`config.mk`:
```
export PLATFORM = sky130hd
export DESIGN_NAME = w4823_fir_flat
export DESIGN_NICKNAME = d
export VERILOG_FILES = /design/src/rtl/w4823_fir_if.sv /design/src/rtl/w4823_fir.sv /design/src/flat_wrapper.sv
export SDC_FILE = /design/constraint.sdc
export NUM_CORES = 2
export LEC_CHECK = 0
export CAP_MARGIN = 20
export CELL_PAD_IN_SITES_DETAIL_PLACEMENT = 1
export CELL_PAD_IN_SITES_GLOBAL_PLACEMENT = 2
export CORE_ASPECT_RATIO = 0.7
export CORE_MARGIN = 8
export CORE_UTILIZATION = 43
export DETAILED_ROUTE_END_ITERATION = 8
export PLACE_DENSITY_LB_ADDON = 0.1
export SYNTH_ARGS = -nofsm -noshare
export SYNTH_HDL_FRONTEND = slang
export SYNTH_SLANG_ARGS = --single-unit
```
`constraint.sdc`:
```
create_clock -name clk2 -period 9.8 [get_ports clk2]
set_input_delay 1.96 -clock clk2 [delete_from_list [all_inputs] [get_ports clk2]]
set_output_delay 1.96 -clock clk2 [all_outputs]
set_load 0.01 [all_outputs]
```
`src/rtl/w4823_fir_if.sv`:
```
// w4823_fir_if: sample, coefficient and result signals of the serial FIR.
interface w4823_fir_if;
    logic signed [15:0] din;
    logic               valid_in;
    logic signed [16:0] cin;
    logic [5:0]         caddr;
    logic               cload;
    logic signed [15:0] dout;
    logic               valid;
    modport master (output din, valid_in, cin, caddr, cload, input dout, valid);
    modport slave (input din, valid_in, cin, caddr, cload, output dout, valid);
endinterface

```
`src/rtl/w4823_fir.sv`:
```
// w4823_fir: 64-tap serial FIR, one MAC per clk2 cycle, samples from clk1 ticks or valid_in.
// Define W4823_FIR_SAT_EN to saturate the output instead of wrapping it.
module w4823_fir (
    input  logic clk2,
    input  logic rst_n,
    input  logic clk1,
    w4823_fir_if.slave bus
);
    typedef enum logic [1:0] {IDLE, MAC, OUT} state_t;
    state_t state, state_nx;
    logic sync1, sync2, sync3, tick, req;
    logic [5:0] wptr, k, ridx;
    logic signed [38:0] acc;
    logic signed [32:0] prod;
    logic signed [15:0] scaled, dout_r;
    logic valid_r;
    logic signed [15:0] dline [64];
    logic signed [16:0] cmem [64];

    // clk1 is asynchronous: two flops to resolve metastability, a third for the rising edge
    always_ff @(posedge clk2 or negedge rst_n) begin
        if (!rst_n) begin
            sync1 <= 1'b0;
            sync2 <= 1'b0;
            sync3 <= 1'b0;
        end else begin
            sync1 <= clk1;
            sync2 <= sync1;
            sync3 <= sync2;
        end
    end

    assign tick = sync2 & ~sync3;
    assign req  = tick | bus.valid_in;

    always_ff @(posedge clk2 or negedge rst_n) begin
        if (!rst_n) state <= IDLE;
        else        state <= state_nx;
    end

    always_comb begin
        state_nx = state;
        if (state == IDLE && req)              state_nx = MAC;
        else if (state == MAC && k == 6'd63)   state_nx = OUT;
        else if (state == OUT)                 state_nx = IDLE;
    end

    always_ff @(posedge clk2 or negedge rst_n) begin
        if (!rst_n) begin
            for (int i = 0; i < 64; i++) cmem[i] <= '0;
        end else if (bus.cload) begin
            cmem[bus.caddr] <= bus.cin;
        end
    end

    // wptr already points past the newest sample once MAC starts
    assign ridx = wptr - 6'd1 - k;
    assign prod = 33'(dline[ridx]) * 33'(cmem[k]);

`ifdef W4823_FIR_SAT_EN
    logic signed [22:0] sh;
    assign sh = acc[38:16];
    assign scaled = (sh > 23'sd32767) ? 16'sh7fff :
                    (sh < -23'sd32768) ? 16'sh8000 : sh[15:0];
`else
    assign scaled = acc[31:16];
`endif

    always_ff @(posedge clk2 or negedge rst_n) begin
        if (!rst_n) begin
            for (int i = 0; i < 64; i++) dline[i] <= '0;
            wptr    <= '0;
            k       <= '0;
            acc     <= '0;
            dout_r  <= '0;
            valid_r <= 1'b0;
        end else begin
            valid_r <= (state == OUT);
            if (state == OUT) dout_r <= scaled;
            if (state == IDLE && req) begin
                dline[wptr] <= bus.din;
                wptr        <= wptr + 6'd1;
                acc         <= '0;
                k           <= '0;
            end
            if (state == MAC) begin
                acc <= acc + 39'(prod);
                k   <= k + 6'd1;
            end
        end
    end

    assign bus.dout  = dout_r;
    assign bus.valid = valid_r;
endmodule

```
`src/flat_wrapper.sv`:
```
// flat-port wrapper written by rule: the top's interface ports become plain ports
module w4823_fir_flat 
  (clk2, rst_n, clk1, bus_din, bus_valid_in, bus_cin, bus_caddr, bus_cload, bus_dout, bus_valid);
  w4823_fir_if bus_i ();
  input  logic clk2;
  input  logic rst_n;
  input  logic clk1;
  input wire logic [$bits(bus_i.din)-1:0] bus_din;
  input wire logic [$bits(bus_i.valid_in)-1:0] bus_valid_in;
  input wire logic [$bits(bus_i.cin)-1:0] bus_cin;
  input wire logic [$bits(bus_i.caddr)-1:0] bus_caddr;
  input wire logic [$bits(bus_i.cload)-1:0] bus_cload;
  output wire logic [$bits(bus_i.dout)-1:0] bus_dout;
  output wire logic [$bits(bus_i.valid)-1:0] bus_valid;
  assign bus_i.din = bus_din;
  assign bus_i.valid_in = bus_valid_in;
  assign bus_i.cin = bus_cin;
  assign bus_i.caddr = bus_caddr;
  assign bus_i.cload = bus_cload;
  assign bus_dout = bus_i.dout;
  assign bus_valid = bus_i.valid;
  w4823_fir u_core (.clk2(clk2), .rst_n(rst_n), .clk1(clk1), .bus(bus_i));
endmodule
```
==> run metrics <==
largest cells by area after synthesis=dfrtp_1 (50%), mux2_2 (22%), mux4_2 (14%); clk root buf=clkbuf_16; # clock sinks=between 2000 and 2500; IO Port Bufs=60; Site Rows=155; Clk pin slew, worst setup/hold paths=60 ps; max_slew headroom=between 20% and 30%; multi-input logic area=about 0.052 mm2; Yosys Warn Count=0; CP required=between 10000 and 15000 ps; complex-gate fraction of the synthesized area=less than 1%; Synth Area in Adders=6.70%; Synth Area in XOR/XNOR=less than 1%; commonest non-fill, non-tap cell in the layout=dfrtp_1; share of layout cells above drive strength 1=between 50% and 60%; VDD IR max=~430 uV; antenna viol nets, final=0; placed cells=just over 10000; Yosys reg bits=roughly 2200; dominant cell type by area after synthesis=dfrtp_1; Netlist cell types=57; CTS Buf Count=between 200 and 250; Fmax=about 0.10 GHz; Synth Cell Area=approximately 0.11 mm2; global-route wire length before repair=around 480000 um; Tmin final=between 9000 and 10000 ps; mux contribution to synthesized area=between 30 and 40%; syn_nets=7609; sequential-to-total area share from yosys stat=between 40% and 50%; clock tree buffer depth=4; Clk Latency, worst-skew pair=a little over 900 ps; Avg Inst Size Synth=between 15 and 20 um2; nets=7646; Worst Hold Class=register to register; crit path to=u_core.acc[30]; worst-margin pin slew=approximately 1200 ps; vias in the first global route=between 60000 and 70000; DRC Markers=0; Via density=slightly below 6; setup TNS=0 ps; grt ovf=0; Final setup viols=0; Non-Filler Instances=approximately 11000; Starting Density=43.1%; die area=0.271 mm2; fin util=approximately half; Final Hold Vio Count=0; ys async rst share=100%; reg2reg path depth=32; critical path endpoint category=register; FF-to-FF Start=u_core.k[0]; post-route cell area=about 0.12 mm2; Top FF cell, synth=dfrtp_1; overall routing resource usage=about a quarter; crit path from=u_core.k[0]; Starting DRT DRC Count=about 4200; EDFF count, synth=0; most frequent cells in the layout=dfrtp_1 (2173), mux2_2 (2149), mux4_2 (659); Die Y=438 um; Final GP Congestion=0.796; Hold Startpoint=u_core.sync1; Placed Area=~0.11 mm2; Worst setup SP type=register; DP HPWL=between 150000 and 200000 um; R2R Path End=u_core.acc[30]; Worst EP arrival=slightly above 10000 ps; Layout Skew=between 70 and 80 ps; Area Overhead vs Synth=12.2%; initial antenna violation count=24; WL per Instance=between 20 and 30 um; CP max-delay cell=fa_4; CTS tree=done; Gate Count Post-Synth=7160; vias post-DR=a little over 60000; max_cap viols=0; largest net degree at the start of global routing=about 180; simple-gate area share of the yosys netlist=about 2.5%; H-tree Lvls=4; fin. max-slew vios=0; slowest stage delay, CP=950 ps; most repeated library cell on the critical path=fa_1; total core area=~0.25 mm2; WS Path Type=register to register; hold_buf cts=0; drt pass-1 iters=5; outcome=completed; Synth top area share=around half; I/O pins=61; number of fill cells=24000; crit path max fanout=12; routed wire length=approximately 320000 um; PwrDens=around 270 mW/mm2; Static Leak=about 58 nW; largest family of logic cells by synthesized area=multiplexers; R2R Setup Slk=approximately 210 ps; Final period util=97.9%; Seq. cell area=between 0.05 and 0.06 mm2; DIE WIDTH=roughly 620 um
## cell type report
| cell class | instances | share of cell area, % |
|---|---|---|
| antenna | 5 | 0.0102 |
| clock buffer | 326 | 5.37 |
| clock inverter | 68 | 0.418 |
| inverter | 345 | 1.06 |
| multi-input combinational | 4043 | 42.2 |
| sequential | 2178 | 44.4 |
| tap | 3375 | 3.44 |
| timing repair buffer | 405 | 3.09 |
## worst min path at each step
| stage | to | slack, ps | cells past startpoint |
|---|---|---|---|
| 6_report | u_core.sync2 | 350 | 0 |
| 5_1_grt | u_core.sync2 | 370 | 0 |
| 4_1_cts | u_core.sync2 | 350 | 0 |
| 3_5_place_dp | u_core.sync2 | 340 | 0 |
| 3_3_place_gp | u_core.sync2 | 330 | 0 |
| 2_1_floorplan | u_core.sync2 | 330 | 0 |
## cell usage after synthesis (21+ instances only)
cell,count
a21o_1,21
a21oi_1,33
buf_1,50
buf_2,81
buf_4,32
clkbuf_1,416
dfrtp_1,2178
fa_1,301
ha_1,104
inv_1,343
mux2_2,2149
mux2i_1,35
mux4_2,659
nand2_1,142
nand2b_1,74
nor2_1,239
nor2b_1,45
o21ai_0,39
xnor2_1,30
## report_power, final
part	internal, W	switching [W]
Clock	0.00476	0.00367
Combinational	0.00636	0.00817
Sequential	0.00981	0.000444
Total	0.0209	0.0123
## registers in the layout, summed over array words and instances (netlist names), 2 cells and up
name	count
u_core.state	2
u_core.acc	32
u_core.bus.dout	16
u_core.cmem	1088
u_core.dline	1024
u_core.wptr	6
u_core.k	6
## per-layer routing
layer / track usage [%] / part of all wire [%] / up-vias
met5: 0 / 0 / -
met4: 4.40 / 1.7 / 0
met3: 3.62 / 4.9 / 359
met2: 32.5 / 42 / 1217
met1: 38.5 / 52 / 35000
li1: - / - / 25700
## critical path: cells and delay by family, from the launching register on
family | cells | cell delay [ps]
adders and majority gates | 9 | 4260
AOI/OAI and AO/OA | 11 | 2550
buffers and inverters | 7 | 930
muxes | 2 | 850
DFF | 1 | 440
and+or+nand+nor | 2 | 210
xor gates and xnor gates | 1 | 150
## timing repair
item | in CTS | in global routing
pin swaps | 2 | 11
setup endpoints to repair | 8 | 10
buffers inserted | 7 | 16
resized for setup | 11 | 30
cloned | 0 | 6
## cell families (layout without fill, tap and decap cells)
family	count (synthesis)	in the layout
AO/OA/AOI/OAI	154	154
XOR/XNOR	49	49
adder cells (fa/ha/maj)	405	405
buffers and inverters	939	1144
flip-flops	2178	2178
multiplexers	2849	2849
other	0	5
AND/OR/NAND/NOR	586	586
## per-stage QoR
step	hold WS, ps	setup WS (ps)	power [W]
after CTS	353	0.549	0.0330
after global placement	334	-80.3	0.0242
final	351	209	0.0332
after floorplan	331	0.510	0.0193
after global routing	372	-29.9	0.0350
after detailed placement	339	-205	0.0244
Power figures use the tool's default switching activity.
